==> src/rtl/inj_seq_core.sv <==
// inj_seq_core: bus-programmable injection sequencer.
// Emits a train of one-cycle INJ_START strobes after a programmable delay,
// spaced by a programmable period, for a programmable count (0 = endless).
// Optional build macro: INJ_SEQ_FIRED_CNT_EN
//   defined   -> addresses 13/14 read the live fired counter and 15/16 read a
//                saturating HOLD-cycle counter
//   undefined -> addresses 13..16 read 0 and the HOLD counter is not built
module inj_seq_core #(
    parameter int ABUSWIDTH = 16
) (
    input  logic                 BUS_CLK,
    input  logic                 BUS_RST,
    input  logic [ABUSWIDTH-1:0] BUS_ADD,
    input  logic [7:0]           BUS_DATA_IN,
    output logic [7:0]           BUS_DATA_OUT,
    input  logic                 BUS_WR,
    input  logic                 BUS_RD,
    input  logic                 EXT_TRIGGER,
    input  logic                 INJ_BUSY,
    output logic                 INJ_START,
    output logic                 GATE
);

    localparam logic [7:0] VERSION = 8'd1;

    typedef enum logic [2:0] {
        ST_IDLE        = 3'd0,
        ST_WAIT_DELAY  = 3'd1,
        ST_FIRE        = 3'd2,
        ST_WAIT_PERIOD = 3'd3,
        ST_HOLD        = 3'd4,
        ST_DONE        = 3'd5
    } state_t;

    // A zero period behaves as a period of one cycle.
    function automatic logic [31:0] period_eff(input logic [31:0] period);
        if (period == 32'd0) begin
            period_eff = 32'd1;
        end else begin
            period_eff = period;
        end
    endfunction

    // Bus decode
    logic       addr_ok_s;
    logic [4:0] reg_idx_s;
    logic       soft_rst_s;
    logic       rst_s;
    logic       wr_ctrl_s;
    logic       stop_s;
    logic       sw_start_s;
    logic       ext_start_s;
    logic       start_go_s;

    // Configuration registers
    logic        conf_en_r;
    logic        conf_wait_busy_r;
    logic [31:0] conf_delay_r;
    logic [31:0] conf_period_r;
    logic [15:0] conf_num_r;

    // Sequencer state
    state_t      state_r;
    state_t      state_nxt_s;
    logic [31:0] cnt_r;
    logic [31:0] cnt_nxt_s;
    logic [15:0] fired_r;
    logic [15:0] fired_nxt_s;
    logic [31:0] period_sh_r;
    logic [31:0] period_sh_nxt_s;
    logic [15:0] num_sh_r;
    logic [15:0] num_sh_nxt_s;
    logic        gate_r;
    logic        gate_nxt_s;
    logic        done_r;
    logic        done_nxt_s;
    logic        inj_start_r;
    logic        inj_start_nxt_s;
    logic        fire_s;
    logic        last_fire_s;
    logic        hold_req_s;
    logic        ext_prev_r;

    // Read path
    logic [7:0]  rd_data_s;
    logic [7:0]  data_out_r;

`ifdef INJ_SEQ_FIRED_CNT_EN
    logic [15:0] hold_cnt_r;
`endif

    // Registers live in the low 5 address bits; anything above must be zero.
    assign addr_ok_s  = (BUS_ADD[ABUSWIDTH-1:5] == '0);
    assign reg_idx_s  = BUS_ADD[4:0];

    // Any write to address 0 is a soft reset equivalent to BUS_RST.
    assign soft_rst_s = BUS_WR && addr_ok_s && (reg_idx_s == 5'd0);
    assign rst_s      = BUS_RST || soft_rst_s;

    // Control register: bit1 stop has priority over bit0 start.
    assign wr_ctrl_s  = BUS_WR && addr_ok_s && (reg_idx_s == 5'd1);
    assign stop_s     = wr_ctrl_s && BUS_DATA_IN[1];
    assign sw_start_s = wr_ctrl_s && BUS_DATA_IN[0] && !BUS_DATA_IN[1];

    // External trigger only starts an idle, armed sequencer on a rising edge.
    assign ext_start_s = EXT_TRIGGER && !ext_prev_r && conf_en_r && (state_r == ST_IDLE);
    assign start_go_s  = (sw_start_s || ext_start_s) && !stop_s;

    // Sequence ends on the strobe that brings the fired count up to a non-zero NUM.
    assign last_fire_s = (fired_r == num_sh_r) && (num_sh_r != 16'd0);
    assign hold_req_s  = conf_wait_busy_r && INJ_BUSY;

    // One-register rising-edge detector for EXT_TRIGGER
    always_ff @(posedge BUS_CLK) begin
        if (rst_s) begin
            ext_prev_r <= 1'b0;
        end else begin
            ext_prev_r <= EXT_TRIGGER;
        end
    end

    // Configuration registers written from the bus
    always_ff @(posedge BUS_CLK) begin
        if (rst_s) begin
            conf_en_r        <= 1'b0;
            conf_wait_busy_r <= 1'b0;
            conf_delay_r     <= 32'd0;
            conf_period_r    <= 32'd1;
            conf_num_r       <= 16'd1;
        end else if (BUS_WR && addr_ok_s) begin
            case (reg_idx_s)
                5'd2: begin
                    conf_en_r        <= BUS_DATA_IN[0];
                    conf_wait_busy_r <= BUS_DATA_IN[1];
                end
                5'd3:  conf_delay_r[7:0]    <= BUS_DATA_IN;
                5'd4:  conf_delay_r[15:8]   <= BUS_DATA_IN;
                5'd5:  conf_delay_r[23:16]  <= BUS_DATA_IN;
                5'd6:  conf_delay_r[31:24]  <= BUS_DATA_IN;
                5'd7:  conf_period_r[7:0]   <= BUS_DATA_IN;
                5'd8:  conf_period_r[15:8]  <= BUS_DATA_IN;
                5'd9:  conf_period_r[23:16] <= BUS_DATA_IN;
                5'd10: conf_period_r[31:24] <= BUS_DATA_IN;
                5'd11: conf_num_r[7:0]      <= BUS_DATA_IN;
                5'd12: conf_num_r[15:8]     <= BUS_DATA_IN;
                default: begin
                    conf_en_r <= conf_en_r;
                end
            endcase
        end else begin
            conf_en_r <= conf_en_r;
        end
    end

    // Next-state and next-output logic of the sequencer
    always_comb begin
        state_nxt_s     = state_r;
        cnt_nxt_s       = cnt_r;
        fired_nxt_s     = fired_r;
        gate_nxt_s      = gate_r;
        done_nxt_s      = done_r;
        inj_start_nxt_s = 1'b0;
        period_sh_nxt_s = period_sh_r;
        num_sh_nxt_s    = num_sh_r;
        fire_s          = 1'b0;

        if (stop_s) begin
            state_nxt_s = ST_IDLE;
            gate_nxt_s  = 1'b0;
            done_nxt_s  = 1'b1;
        end else if (start_go_s) begin
            // Latch the configuration so later bus writes leave this run alone.
            state_nxt_s     = ST_WAIT_DELAY;
            cnt_nxt_s       = conf_delay_r;
            period_sh_nxt_s = conf_period_r;
            num_sh_nxt_s    = conf_num_r;
            fired_nxt_s     = 16'd0;
            gate_nxt_s      = 1'b1;
            done_nxt_s      = 1'b0;
        end else begin
            case (state_r)
                ST_IDLE: begin
                    state_nxt_s = ST_IDLE;
                end
                ST_WAIT_DELAY: begin
                    if (cnt_r == 32'd0) begin
                        fire_s = 1'b1;
                    end else begin
                        cnt_nxt_s = cnt_r - 32'd1;
                    end
                end
                ST_FIRE: begin
                    if (last_fire_s) begin
                        state_nxt_s = ST_DONE;
                        gate_nxt_s  = 1'b0;
                        done_nxt_s  = 1'b1;
                    end else if (cnt_r <= 32'd1) begin
                        // Period of one: the next strobe is due right now.
                        if (hold_req_s) begin
                            state_nxt_s = ST_HOLD;
                        end else begin
                            fire_s = 1'b1;
                        end
                    end else begin
                        cnt_nxt_s   = cnt_r - 32'd1;
                        state_nxt_s = ST_WAIT_PERIOD;
                    end
                end
                ST_WAIT_PERIOD: begin
                    if (cnt_r <= 32'd1) begin
                        if (hold_req_s) begin
                            state_nxt_s = ST_HOLD;
                        end else begin
                            fire_s = 1'b1;
                        end
                    end else begin
                        cnt_nxt_s = cnt_r - 32'd1;
                    end
                end
                ST_HOLD: begin
                    if (!INJ_BUSY) begin
                        fire_s = 1'b1;
                    end else begin
                        state_nxt_s = ST_HOLD;
                    end
                end
                ST_DONE: begin
                    state_nxt_s = ST_IDLE;
                end
                default: begin
                    state_nxt_s = ST_IDLE;
                    gate_nxt_s  = 1'b0;
                    done_nxt_s  = 1'b1;
                end
            endcase

            // A strobe reloads the period counter so the next one lands exactly
            // max(PERIOD,1) edges later.
            if (fire_s) begin
                state_nxt_s     = ST_FIRE;
                inj_start_nxt_s = 1'b1;
                fired_nxt_s     = fired_r + 16'd1;
                cnt_nxt_s       = period_eff(period_sh_r);
            end else begin
                inj_start_nxt_s = 1'b0;
            end
        end
    end

    // Sequencer state and registered outputs
    always_ff @(posedge BUS_CLK) begin
        if (rst_s) begin
            state_r     <= ST_IDLE;
            cnt_r       <= 32'd0;
            fired_r     <= 16'd0;
            period_sh_r <= 32'd1;
            num_sh_r    <= 16'd1;
            gate_r      <= 1'b0;
            done_r      <= 1'b1;
            inj_start_r <= 1'b0;
        end else begin
            state_r     <= state_nxt_s;
            cnt_r       <= cnt_nxt_s;
            fired_r     <= fired_nxt_s;
            period_sh_r <= period_sh_nxt_s;
            num_sh_r    <= num_sh_nxt_s;
            gate_r      <= gate_nxt_s;
            done_r      <= done_nxt_s;
            inj_start_r <= inj_start_nxt_s;
        end
    end

`ifdef INJ_SEQ_FIRED_CNT_EN
    // Saturating count of cycles spent waiting in HOLD, cleared on start
    always_ff @(posedge BUS_CLK) begin
        if (rst_s) begin
            hold_cnt_r <= 16'd0;
        end else if (start_go_s) begin
            hold_cnt_r <= 16'd0;
        end else if (!stop_s && (state_r == ST_HOLD) && (hold_cnt_r != 16'hFFFF)) begin
            hold_cnt_r <= hold_cnt_r + 16'd1;
        end else begin
            hold_cnt_r <= hold_cnt_r;
        end
    end
`endif

    // Read data multiplexer
    always_comb begin
        rd_data_s = 8'd0;
        if (addr_ok_s) begin
            case (reg_idx_s)
                5'd0:  rd_data_s = VERSION;
                5'd1:  rd_data_s = {6'd0, gate_r, done_r};
                5'd2:  rd_data_s = {6'd0, conf_wait_busy_r, conf_en_r};
                5'd3:  rd_data_s = conf_delay_r[7:0];
                5'd4:  rd_data_s = conf_delay_r[15:8];
                5'd5:  rd_data_s = conf_delay_r[23:16];
                5'd6:  rd_data_s = conf_delay_r[31:24];
                5'd7:  rd_data_s = conf_period_r[7:0];
                5'd8:  rd_data_s = conf_period_r[15:8];
                5'd9:  rd_data_s = conf_period_r[23:16];
                5'd10: rd_data_s = conf_period_r[31:24];
                5'd11: rd_data_s = conf_num_r[7:0];
                5'd12: rd_data_s = conf_num_r[15:8];
`ifdef INJ_SEQ_FIRED_CNT_EN
                5'd13: rd_data_s = fired_r[7:0];
                5'd14: rd_data_s = fired_r[15:8];
                5'd15: rd_data_s = hold_cnt_r[7:0];
                5'd16: rd_data_s = hold_cnt_r[15:8];
`endif
                default: rd_data_s = 8'd0;
            endcase
        end else begin
            rd_data_s = 8'd0;
        end
    end

    // Registered read data, updated only on a read strobe
    always_ff @(posedge BUS_CLK) begin
        if (rst_s) begin
            data_out_r <= 8'd0;
        end else if (BUS_RD) begin
            data_out_r <= rd_data_s;
        end else begin
            data_out_r <= data_out_r;
        end
    end

    assign BUS_DATA_OUT = data_out_r;
    assign INJ_START    = inj_start_r;
    assign GATE         = gate_r;

endmodule
==> config.mk <==
export PLATFORM = sky130hd
export DESIGN_NAME = inj_seq_core
export DESIGN_NICKNAME = d
export VERILOG_FILES = /design/src/rtl/inj_seq_core.sv
export SDC_FILE = /design/constraint.sdc
export NUM_CORES = 1
export LEC_CHECK = 0
export ABC_AREA = 1
export BUFFER_PORTS_ARGS = -buffer_cell sky130_fd_sc_hd__buf_4
export CELL_PAD_IN_SITES_DETAIL_PLACEMENT = 1
export CELL_PAD_IN_SITES_GLOBAL_PLACEMENT = 1
export CORE_UTILIZATION = 45
export DETAILED_ROUTE_END_ITERATION = 8
export PLACE_DENSITY_LB_ADDON = 0.1
export SLEW_MARGIN = 20
export SYNTH_ARGS = -nofsm -noshare
export SYNTH_HDL_FRONTEND = slang
export SYNTH_SLANG_ARGS = --single-unit
export TNS_END_PERCENT = 30
==> constraint.sdc <==
create_clock -name BUS_CLK -period 2.3 [get_ports BUS_CLK]
set_input_delay 0.46 -clock BUS_CLK [delete_from_list [all_inputs] [get_ports BUS_CLK]]
set_output_delay 0.46 -clock BUS_CLK [all_outputs]
set_load 0.05 [all_outputs]
==> results.txt <==
- Synthesized flop and latch total: 193
- Once placement completed, the tool counted placed cells totaling 1891.
* Maximum number of pins on one net before global-route repair: 67
- Vias in the first global route: 11200
* First drt pass iteration count: 5
- Number of flops mapped to enable cells by yosys: 0
- The floorplan step set the die height to approximately 150 um.
* TritonCTS Sinks: 193
- Summed over all instances, the cell type with the most area after synthesis is dfxtp_1.
- Post-synthesis simple-gate area fraction: 28.7%
- Initial antenna violation count: 1
* Final Skew: 15.3 ps
* Drc violations: 0
* Prevailing post-synth register cell: dfxtp_1
- Final period utilization: 102%
- The routed design could run at a clock period as short as 2350 ps.
- When the netlist entered floorplanning its net count stood at 1524.
- Setup repair after global routing missed its margin: yes
- Fillcell total: 2886
* Fraction of synthesized cell area taken by the top area cell type: 38.6%
- Summing the sequential cell areas from Yosys gives 38.6% of the chip area.
- Area of the placeable core: 21800 um2
- Wire length of the first global-routing pass: 59000 um
- Worst slack on hold paths: 261 ps
* Total vias in the final route: between 10000 and 15000
- The floorplan step set the die width to ~150 um.
* Relative slew margins: 63.8%
- Registers take 3880 um2.
* Via density per instance: about 5.7
- Area Overhead vs Synth: 26.6%
- At the later pin of the worst-skew pair, clock insertion delay measures 450 ps.
- By area, the combinational part of the netlist is dominated by simple AND/OR/NAND/NOR gates.
* Buffer depth of the longest clock path: 2
* Proportion of layout cells with a drive suffix above 1: 20.8%
- Total routed wirelength: between 40000 and 50000 um
* Final standard cell count with taps included and fillers excluded: 1946
- The final layout contains 1685 nets.
- The worst setup path is of the flip-flop to flip-flop kind.
* Number of different library cells in the post-synthesis netlist: 46
* Parity-gate share of the synthesized area counting xor and xnor cells: about 3.4%
* Summed instance area of the synthesized netlist: between 10000 and 15000 um2
- Multiplexer share of the synthesized area: 0%
- Effective utilization at floorplan: 45.9%
- CTS tree: done
* Largest cells by area after synthesis: dfxtp_1 (39%), nor2_1 (8.9%), nand2_1 (8.6%)
- Total power per unit cell area: 525 nW/um2
* Clk Tree Root Cell: clkbuf_16
- The number of failing hold endpoints at the final stage was 0.
* Synth Area in Compound Gates: 18.4%
* Total leakage power: 5.27 nW
* Remaining Overflow, GRT: 0
- Total clock buffers created by CTS: 17
- Setup violation total in the final timing report: 16
* Peak VDD IR: 0.488 mV
- Buffers added on ports: 39
* CP Capture Type: flip-flop
- Leaving out fill and tap cells, the most frequent cell in the layout is nand2_1.
* Area of the die: 22900 um2
* Tightest Pin Transition: 541 ps
* Register clock-pin slew on the reported worst setup and hold paths: approximately 80 ps
- Required time of the worst setup path: 2630 ps
* Worst-case setup margin in the final layout: -48.1 ps
- Violations in the final reports: setup timing
- For this design the top-level I/O count stands at 40.
- The count of nets left with antenna violations once routing finished came out at 0.
- Number of maximum-capacitance violations: 0
* Routability Congestion: 0.914
- Status: finished with violations
- Area share of fa/ha/maj cells after synthesis: 0.375%
- Data on the critical path arrives at its endpoint at 2670 ps.
- H-tree level count: 4
* Max Fanout on Critical Path: 11
- For this run, asynchronously set or reset flops after synthesis account for 0%.
- A synthesized cell averages 6.72 um2.
- Final slew viol count: 0
- For this block, the initial DRC count from the detailed router was 741.
* Number of buffers inserted for hold repair after clock tree synthesis: 0
- In the synthesized netlist, the number of instances is 1491.
- DR WL/cell: 20.6 um
- Maximum operating frequency: 426 MHz
- Count of yosys warnings during synthesis: 0
- Row generation in the floorplan step produced 54 rows.
- The worst setup path is launched from a flip-flop.
- The top cell types in the final layout, fill and taps aside, are nand2_1 (222), nor2_1 (204), buf_4 (196).
* Half-perimeter wire length of the detailed placement result: 28200 um
- End-of-flow core utilization: 58.1%
* Type of the worst min-delay path: input port to flip-flop
- In the final layout, the multi-input gates occupy roughly 5400 um2.
- Gr usage total: 34.2%
==> cell usage after synthesis, types with 4 or more instances <==
cell type,count
buf_6,9
nor4_1,8
inv_2,4
a31oi_1,5
nor3_1,14
nand2_2,6
xor2_1,28
clkbuf_1,38
nand2_1,229
o21ai_1,10
o21a_1,15
clkinv_1,5
inv_1,166
nand4_1,17
buf_2,18
a21oi_1,142
nand3_1,132
o211ai_1,4
a221oi_1,7
nor2_2,9
xnor2_1,11
buf_4,5
o21ai_0,124
dfxtp_1,193
o22ai_1,20
nor2_1,238
==> critical path, cell delays in order (launching register included) <==
cell     delay [ps]
dfxtp_2         350
inv_2            90
ha_4            160
nand2_4          60
nor2_4          210
buf_6           130
inv_4            40
nand2_4          60
nand3_4          70
a21oi_4         190
nand2_4         110
nand2_4         100
nand2_8          90
nand2_8         130
inv_4            80
buf_12          160
nor2_2          120
nor2_1           60
==> state kept, by name, summed over array words and instances, names as in the netlist <==
register / flops
BUS_DATA_OUT: 8
GATE: 1
INJ_START: 1
cnt_r: 32
conf_delay_r: 32
conf_en_r: 1
conf_num_r: 16
conf_period_r: 32
conf_wait_busy_r: 1
done_r: 1
ext_prev_r: 1
fired_r: 16
num_sh_r: 16
period_sh_r: 32
state_r: 3
==> worst paths after layout <==
| kind | from | end | slack (ps) | depth (start not counted) |
|---|---|---|---|---|
| worst max-delay path | cnt_r[1] | cnt_r[14] | -50 | 17 |
| worst min-delay path | EXT_TRIGGER | ext_prev_r | 260 | 3 |
| worst max register to register | cnt_r[1] | cnt_r[14] | -50 | 17 |
| worst min register to register | BUS_DATA_OUT[6] | BUS_DATA_OUT[6] | 470 | 2 |
==> where the power goes <==
part           internal [mW]  switching [mW]  leakage, nW  total (mW)
clock network           1.62            1.46        0.278        3.08
logic                 0.0803           0.160         3.43       0.240
registers               3.34        0.000281         1.56        3.34
==> layer usage <==
| metal | GRT usage [%] | vias up | part of all wire [%] |
|---|---|---|---|
| met4 | 17.2 | 0 | 4.2 |
| met1 | 39.7 | 5481 | 41 |
| met5 | 0 | - | 0 |
| li1 | - | 5199 | - |
| met3 | 5.90 | 108 | 5.2 |
| met2 | 60.3 | 352 | 50 |
==> metrics by stage <==
stage / setup TNS [ps] / instance area, um2 / power, mW / setup slack, ps
after CTS: -2.80 / 12300 / 6.67 / -2.80
after detailed placement: -7120 / 11600 / 3.65 / -300
final: -265 / 12700 / 6.66 / -48.1
after floorplan: 0 / 10000 / 3.53 / 182
after global placement: -3390 / 11600 / 3.64 / -227
after global routing: -3200 / 12700 / 6.80 / -130
==> logic make-up after synthesis <==
kind of cell / Yosys count
and+or+nand+nor: 668
buffers and inverters: 249
AOI/OAI and AO/OA: 339
xor gates and xnor gates: 39
adders and majority gates: 3
DFF: 193
==> what timing repair did <==
item,CTS,global route
cloned,0,5
buffers inserted,10,7
resized for setup,41,64
pin swaps,15,19
endpoints found under the setup margin,49,51
==> layout make-up <==
| cell class | instances | area share [%] |
|---|---|---|
| clock buffers | 18 | 3.38 |
| flip-flops and latches | 193 | 30.6 |
| inverters | 176 | 5.36 |
| repair buffers | 215 | 14.4 |
| multi-input cells | 1049 | 42.2 |
| clock inverters | 14 | 1.21 |
| well taps | 280 | 2.76 |
| diodes | 1 | 0.0197 |
No activity file was read; power rests on OpenSTA's default activity.
